`src/rtl/exp_lut_pkg.sv`:
```
// Shared constants and elaboration-time real<->fixed helpers for the e^x lookup pipeline.
// Used by exp_pipe_lut and exp_seg_rom (interpolation selected by EXP_PIPE_LUT_INTERP_EN).
package exp_lut_pkg;

   function automatic int max_code(input int total_bits);
      return (1 << (total_bits - 1)) - 1;
   endfunction

   function automatic int seg_frac(input int total_bits, input int seg_bits);
      return total_bits - seg_bits;
   endfunction

   function automatic real real_from_fixed(input int code, input int fx_bits);
      return real'(code) / real'(1 << fx_bits);
   endfunction

   // Round to nearest and clamp into [0, lim]; clamping in the real domain avoids int overflow.
   function automatic int fixed_from_real(input real v, input int fx_bits, input int lim);
      real scaled;
      scaled = $floor(v * real'(1 << fx_bits) + 0.5);
      if (scaled > real'(lim)) return lim;
      if (scaled < 0.0) return 0;
      return int'(scaled);
   endfunction

   function automatic int base_code(input int seg, input int total_bits, input int fx_bits,
                                    input int seg_bits);
      real xr;
      xr = real_from_fixed(seg * (1 << seg_frac(total_bits, seg_bits)), fx_bits);
      return fixed_from_real($exp(xr), fx_bits, max_code(total_bits));
   endfunction

   // Smallest signed code whose exact e^x exceeds MAX; 2^(TOTAL_BITS-1) if no code does.
   function automatic int x_ovf(input int total_bits, input int fx_bits);
      int res;
      res = 1 << (total_bits - 1);
      for (int c = (1 << (total_bits - 1)) - 1; c >= -(1 << (total_bits - 1)); c--) begin
         if ($exp(real_from_fixed(c, fx_bits)) * real'(1 << fx_bits) > real'(max_code(total_bits)))
            res = c;
      end
      return res;
   endfunction

endpackage

```
`src/rtl/exp_seg_rom.sv`:
```
// Registered segment ROM: base (and slope when EXP_PIPE_LUT_INTERP_EN) plus overflow flag.
// Contents are computed at elaboration from real-valued exp().
module exp_seg_rom
   import exp_lut_pkg::*;
#(
   parameter int TOTAL_BITS = 8,
   parameter int FX_BITS    = 4,
   parameter int SEG_BITS   = 4
) (
   input  logic                  clk,
   input  logic                  rst_n,
   input  logic                  rd_en,
   input  logic [TOTAL_BITS-1:0] x,
   output logic [TOTAL_BITS-1:0] base,
   output logic                  ovf
`ifdef EXP_PIPE_LUT_INTERP_EN
   ,
   output logic [TOTAL_BITS-1:0] slope
`endif
);

   localparam int NSEG  = 1 << SEG_BITS;
   localparam int X_OVF = x_ovf(TOTAL_BITS, FX_BITS);

   logic [TOTAL_BITS-1:0] base_rom [NSEG];
   logic [SEG_BITS-1:0]   seg;
   logic                  ovf_d;

`ifdef EXP_PIPE_LUT_INTERP_EN
   logic [TOTAL_BITS-1:0] slope_rom [NSEG];
`endif

   // Table index is the raw segment bits; S is its signed value.
   for (genvar i = 0; i < NSEG; i++) begin : g_rom
      localparam int S = (i >= NSEG / 2) ? i - NSEG : i;
      localparam int B = base_code(S, TOTAL_BITS, FX_BITS, SEG_BITS);
      assign base_rom[i] = TOTAL_BITS'(B);
`ifdef EXP_PIPE_LUT_INTERP_EN
      localparam int BN = (S == NSEG / 2 - 1) ? B : base_code(S + 1, TOTAL_BITS, FX_BITS, SEG_BITS);
      assign slope_rom[i] = TOTAL_BITS'(BN - B);
`endif
   end

   assign seg   = x[TOTAL_BITS-1 -: SEG_BITS];
   assign ovf_d = ($signed(x) >= X_OVF);

   always_ff @(posedge clk or negedge rst_n) begin
      if (!rst_n) begin
         base  <= '0;
         ovf   <= 1'b0;
`ifdef EXP_PIPE_LUT_INTERP_EN
         slope <= '0;
`endif
      end else if (rd_en) begin
         base  <= base_rom[seg];
         ovf   <= ovf_d;
`ifdef EXP_PIPE_LUT_INTERP_EN
         slope <= slope_rom[seg];
`endif
      end
   end

endmodule

```
`src/rtl/exp_pipe_lut.sv`:
```
// Three-stage e^x pipeline with a single shared advance enable (valid/ready on both sides).
// Define EXP_PIPE_LUT_INTERP_EN for linear interpolation; otherwise output is the segment base.
module exp_pipe_lut
   import exp_lut_pkg::*;
#(
   parameter int TOTAL_BITS = 8,
   parameter int FX_BITS    = 4,
   parameter int SEG_BITS   = 4
) (
   input  logic                  clk,
   input  logic                  rst_n,
   input  logic                  in_valid,
   output logic                  in_ready,
   input  logic [TOTAL_BITS-1:0] x_in,
   output logic                  out_valid,
   input  logic                  out_ready,
   output logic [TOTAL_BITS-1:0] exp_out,
   output logic                  ovf_out
);

   logic                  adv;
   logic                  s1_valid;
   logic [TOTAL_BITS-1:0] s1_x;
   logic                  s2_valid;
   logic [TOTAL_BITS-1:0] s2_base;
   logic                  s2_ovf;
   logic [TOTAL_BITS-1:0] result;

`ifdef EXP_PIPE_LUT_INTERP_EN
   localparam int SEG_FRAC = seg_frac(TOTAL_BITS, SEG_BITS);
   localparam int PW       = TOTAL_BITS + SEG_FRAC;
   localparam int MAX      = max_code(TOTAL_BITS);

   logic [TOTAL_BITS-1:0] s2_slope;
   logic [SEG_FRAC-1:0]   s2_frac;
   logic [PW-1:0]         prod;
   logic [TOTAL_BITS:0]   sum;
`endif

   // Every stage moves together; a stalled output freezes the whole pipe.
   assign adv      = !out_valid || out_ready;
   assign in_ready = adv;

   always_ff @(posedge clk or negedge rst_n) begin
      if (!rst_n) begin
         s1_valid <= 1'b0;
         s1_x     <= '0;
      end else if (adv) begin
         s1_valid <= in_valid;
         s1_x     <= x_in;
      end
   end

   exp_seg_rom #(
      .TOTAL_BITS(TOTAL_BITS),
      .FX_BITS   (FX_BITS),
      .SEG_BITS  (SEG_BITS)
   ) u_rom (
      .clk  (clk),
      .rst_n(rst_n),
      .rd_en(adv),
      .x    (s1_x),
      .base (s2_base),
      .ovf  (s2_ovf)
`ifdef EXP_PIPE_LUT_INTERP_EN
      ,
      .slope(s2_slope)
`endif
   );

   always_ff @(posedge clk or negedge rst_n) begin
      if (!rst_n) begin
         s2_valid <= 1'b0;
`ifdef EXP_PIPE_LUT_INTERP_EN
         s2_frac  <= '0;
`endif
      end else if (adv) begin
         s2_valid <= s1_valid;
`ifdef EXP_PIPE_LUT_INTERP_EN
         s2_frac  <= s1_x[SEG_FRAC-1:0];
`endif
      end
   end

   always_comb begin
`ifdef EXP_PIPE_LUT_INTERP_EN
      prod   = PW'(s2_slope) * PW'(s2_frac);
      sum    = {1'b0, s2_base} + (TOTAL_BITS + 1)'(prod >> SEG_FRAC);
      result = (sum > (TOTAL_BITS + 1)'(MAX)) ? TOTAL_BITS'(MAX) : sum[TOTAL_BITS-1:0];
`else
      result = s2_base;
`endif
   end

   always_ff @(posedge clk or negedge rst_n) begin
      if (!rst_n) begin
         out_valid <= 1'b0;
         exp_out   <= '0;
         ovf_out   <= 1'b0;
      end else if (adv) begin
         out_valid <= s2_valid;
         exp_out   <= result;
         ovf_out   <= s2_ovf;
      end
   end

endmodule

```
`config.mk`:
```
export PLATFORM = sky130hd
export DESIGN_NAME = exp_pipe_lut
export DESIGN_NICKNAME = d
export VERILOG_FILES = /design/src/rtl/exp_lut_pkg.sv /design/src/rtl/exp_seg_rom.sv /design/src/rtl/exp_pipe_lut.sv
export SDC_FILE = /design/constraint.sdc
export NUM_CORES = 1
export LEC_CHECK = 0
export BUFFER_PORTS_ARGS = -buffer_cell sky130_fd_sc_hd__buf_2
export CAP_MARGIN = 40
export CORE_MARGIN = 1.5
export CORE_UTILIZATION = 52
export DETAILED_ROUTE_END_ITERATION = 8
export PLACE_DENSITY = 0.78
export SYNTH_ARGS = -nofsm -noshare
export SYNTH_HDL_FRONTEND = slang
export SYNTH_SLANG_ARGS = --single-unit
export TNS_END_PERCENT = 20
```
`constraint.sdc`:
```
create_clock -name clk -period 1.1 [get_ports clk]
set_input_delay 0.055 -clock clk [delete_from_list [all_inputs] [get_ports clk]]
set_output_delay 0.055 -clock clk [all_outputs]
set_load 0.01 [all_outputs]
```
== Word level (Yosys, flattened, before mapping) ==
Memory sizes are Yosys's and may differ from the RTL's. A register that Yosys moved wholly into a read port is not among the register bits.
Cells that the tools add are included.
Word-level totals
  bits in registers: 21
  latch bits: 0
  memory bits (writable): 0
  memory bits (read-only): 128
  input bits: 12
  logic and storage cells: 13
  memories: 1
Memory list
  (name not given): words 16, width 8, rd ports 1, clocked after memory_dff 1, write ports 0, line exp_seg_rom.sv:55  | base <= base_rom[seg];
Cells by class
  add/subtract/negate cells: 0
  multipliers: 0
  div/mod/pow operators: 0
  magnitude comparators: 1
  equal/unequal tests: 0
  shift-type cells: 0
  mux-type cells: 0
  bitwise gates (word level): 1
  reductions and logical operators: 3
Operators by type and width (number)
  $ge 8x7->1 const B: 1
  $not 4->5: 1
  $logic_not 1->1: 2
  $logic_or 1x1->1: 1

== Depth between registers and ports, before layout ==
  word-level depth: 2
  mapped depth: 5
  mapped depth without buffers: 4

== Modules after synthesis ==
From an unflattened synthesis, not the netlist that was laid out.
Unflattened totals
  cell total of the unflattened synthesis: 85
  area total of the unflattened synthesis: 1236.2 um2
Modules (own cells, without submodules)
  exp_pipe_lut: instances 1, cells each 43, area each 824.5 um2, seq. area each 500.5 um2
  exp_seg_rom: instances 1, cells each 42, area each 411.6 um2, seq. area each 200.2 um2

== Least setup slack after synthesis ==
OpenSTA, ideal clock, no wires.
  path type: register to register
  start point: register out_valid
  end point: register u_rom.base[2]
  library setup time: 119 ps
  arrival: 941 ps
  slack: 41 ps
  stages on the path, launching flop included: 5
  path buffers: 1
  period minus slack after synthesis: 1059 ps
  cells stage by stage: dfrtp_1 -> nor2b_4 -> inv_2 -> buf_2 -> o21a_1
On the way
  cells in the longest elaborated chain, start to end: 2
Ends and longest elaborated chain
  start: declaration: line exp_pipe_lut.sv:15  | output logic out_valid,
  start signal: assignment: line exp_pipe_lut.sv:101  | out_valid <= s2_valid;
  $logic_not 1->1: line exp_pipe_lut.sv:41  | assign adv = !out_valid || out_ready;
  $logic_or 1x1->1: line exp_pipe_lut.sv:41
  end: declaration: line exp_seg_rom.sv:14  | output logic [TOTAL_BITS-1:0] base,
No other way between the ends.
A chain may end at the register's enable or synchronous reset.

== Final worst setup path ==
  start point: register out_valid
  end point: output port in_ready
On the way
  cells in the longest elaborated chain, start to end: 2
Ends and longest elaborated chain
  $logic_not 1->1: line exp_pipe_lut.sv:41
  $logic_or 1x1->1: line exp_pipe_lut.sv:41
  end: declaration: line exp_pipe_lut.sv:13  | output logic in_ready,
No other way between the ends.

==> impl_metrics.env <==
export IMPL_status="finished with violations"
export IMPL_violations="setup timing"
export IMPL_yosys_area_top_type="dfrtp_1"
export IMPL_grtUsageMet1=0.232
export IMPL_setup_violations=9
export IMPL_placement_rows=16
export IMPL_finalClockSkew_ns=0.00309
export IMPL_finish_net_count=160
export IMPL_path_class="flip-flop to output port"
export IMPL_drc=0
export IMPL_crit_required_ns=1.04
export IMPL_routed_wl_microns=2190
export IMPL_worst_slew_pin_slew_ns=0.543
export IMPL_irDropWorstVdd_uv=1620
export IMPL_nFillCells=170
export IMPL_die_area_sq_um=2370
export IMPL_clock_path_buffers=2
export IMPL_pre_cts_ws_ns=0.0261
export IMPL_maxSlewHeadroom=0.638
export IMPL_critPathCaptureType="output port"
export IMPL_io_buffers=20
export IMPL_cts_tree="built"
export IMPL_ys_warnings_count=0
export IMPL_critPathLaunchType="flip-flop"
export IMPL_fin_cells=174
export IMPL_power_mw=3.23
export IMPL_place_area_sq_um=1240
export IMPL_coreArea_sq_um=1960
export IMPL_period_needed_ns=1.20
export IMPL_drive_above_1_share=0.327
export IMPL_postRouteAntennaNets=0
export IMPL_drt_iter0_drc=24
export IMPL_rsz0062_at_grt="yes"
export IMPL_placed_cells=158
export IMPL_drt_vias_per_instance=4.94
export IMPL_antenna_found_initial=0
export IMPL_timing_hold_ws_ns=0.230
export IMPL_rrSetupSlack_ns=-0.09
export IMPL_seq_area_frac_synth=0.598
export IMPL_vias=860
export IMPL_clock_latency_ns=0.33
export IMPL_overflow=0
export IMPL_p_leak_nw=0.734
export IMPL_synthTopCellsByArea="dfrtp_1 (60%), nand2_1 (20%), nor4b_4 (2.2%)"
export IMPL_synth_area_sq_um=1090
export IMPL_seq_area_sq_um=653
export IMPL_met3_usage=0.0278
export IMPL_multi_input_area_sq_um=409
export IMPL_synth_distinct_cells=22
export IMPL_maxCapViolCount=0
export IMPL_fmax_mhz=834
export IMPL_p_per_area_nw_per_um2=2270
export IMPL_cts_made_buffers=3
export IMPL_setup_slack_ns=-0.0994
export IMPL_slew_violations=0
export IMPL_yosys_register_bits=26
export IMPL_die_w_microns=48.7
export IMPL_routedWlPerCell_microns=12.6
export IMPL_hold_path_class="input port to flip-flop"
export IMPL_crit_path_max_fanout=2
export IMPL_finalHoldViolCount=0
export IMPL_h_tree_depth=1
export IMPL_initial_core_util=0.554
export IMPL_grt_max_degree=27
export IMPL_area_growth_pct=31.2
export IMPL_grt_busiest_layer="met2"
export IMPL_finalInstanceArea_sq_um=1430
export IMPL_place_gp_congestion=0.768
export IMPL_grt_pass1_wl_microns=3640
export IMPL_netlist_area_leader_share=0.598
export IMPL_cts_root_buffer="clkbuf_4"
export IMPL_ioPinCount=23
export IMPL_grt_pass1_vias=819
export IMPL_path_clk_slew_ns=0.13
export IMPL_syn_avg_cell_area_sq_um=9.80
export IMPL_drt_pass1_iter_count=4
export IMPL_netlist_instances=111
export IMPL_finalSetupTns_ns=-0.297
export IMPL_globalRouteMet2Util=0.381
export IMPL_period_share=1.09
export IMPL_postLayoutCoreUtil=0.727
export IMPL_clock_sinks=26
export IMPL_diodes=0
export IMPL_die_h_microns=48.7
export IMPL_place_hpwl_microns=1340
export IMPL_crit_arrival_ns=1.14
export IMPL_syn_nets=123
export IMPL_grtUsageTotal=0.206
==> registers in the layout (all words and copies together) (netlist names) <==
name / cells
exp_out: 7
s1_x: 7
u_rom.base: 7
out_valid: 1
ovf_out: 1
s1_valid: 1
s2_valid: 1
u_rom.ovf: 1
==> cells in the mapped netlist <==
master / count
a21o_1: 2
o31ai_1: 3
buf_6: 1
a211oi_2: 1
nor2b_4: 1
inv_2: 1
o41ai_2: 1
dfrtp_1: 26
nor2_2: 2
o211ai_1: 1
a211oi_1: 1
buf_2: 4
o221ai_1: 1
nand2b_1: 1
nor4b_4: 1
buf_4: 1
nand3_1: 1
conb_1: 1
o21a_1: 2
nor3_1: 1
nand2_1: 57
clkbuf_2: 1
==> worst max-delay path, cell delays in order, from the launching register on <==
cell	delay, ns
dfrtp_1	0.37
nor2b_4	0.18
inv_4	0.05
buf_6	0.11
buf_6	0.11
==> path summary, 6_finish.rpt <==
path                       startpoint             to  depth (start not counted)
setup / recovery            out_valid       in_ready                          4
hold / removal              out_ready  u_rom.base[2]                          5
setup reg to reg            out_valid  u_rom.base[4]                          5
hold reg to reg            exp_out[1]     exp_out[1]                          2
max in group asynchronous       rst_n        s1_x[4]                          2
min in group asynchronous       rst_n     exp_out[3]                          2
==> layout make-up <==
| cell class | instances | area share |
|---|---|---|
| flip-flops and latches | 26 | 0.458 |
| inverters | 1 | 0.00439 |
| repair buffers | 39 | 0.202 |
| clock buffers | 4 | 0.0254 |
| multi-input cells | 77 | 0.287 |
| well taps | 27 | 0.0237 |
==> power by group <==
| group | total, mW | switching [mW] | leakage, nW | internal (mW) |
|---|---|---|---|---|
| logic | 1.15 | 0.577 | 0.401 | 0.574 |
| registers | 1.60 | 0.270 | 0.312 | 1.33 |
| clock network | 0.482 | 0.279 | 0.0210 | 0.203 |
| total | 3.23 | 1.13 | 0.734 | 2.11 |
==> placed cells by master (no fill, tap or decap), types with 2 or more instances in the layout <==
cell           count
a211oi_2           2
a21o_1             2
buf_2             19
buf_4              8
buf_6              2
clkbuf_4           3
dfrtp_1           24
dfrtp_2            2
dlygate4sd3_1      9
nand2_1           55
nand2_2            2
nor2_2             2
o21a_1             2
o31ai_2            2
==> layer usage <==
metal	vias to the layer above	routed length [microns]
li1	429	-
met1	404	933
met2	21	1160
met3	6	55
met4	0	42
met5	-	0
==> kinds of logic (layout without fill, tap and decap cells) <==
kind of cell           after synthesis  count (layout)  synth area share
other                                1               1           0.00345
AO/OA/AOI/OAI                       12              12            0.0967
flip-flops                          26              26             0.598
buffers and inverters                8              44            0.0437
AND/OR/NAND/NOR                     64              64             0.258
==> what timing repair did <==
| item | 4_1_cts | 5_1_grt |
|---|---|---|
| hold buffers | 9 | 0 |
| pin swaps | 0 | 1 |
| hold endpoints to repair | 34 | 0 |
| buffers inserted | 2 | 1 |
| setup endpoints to repair | 1 | 20 |
| resized for setup | 3 | 7 |
(Power assumes the default switching activity.)
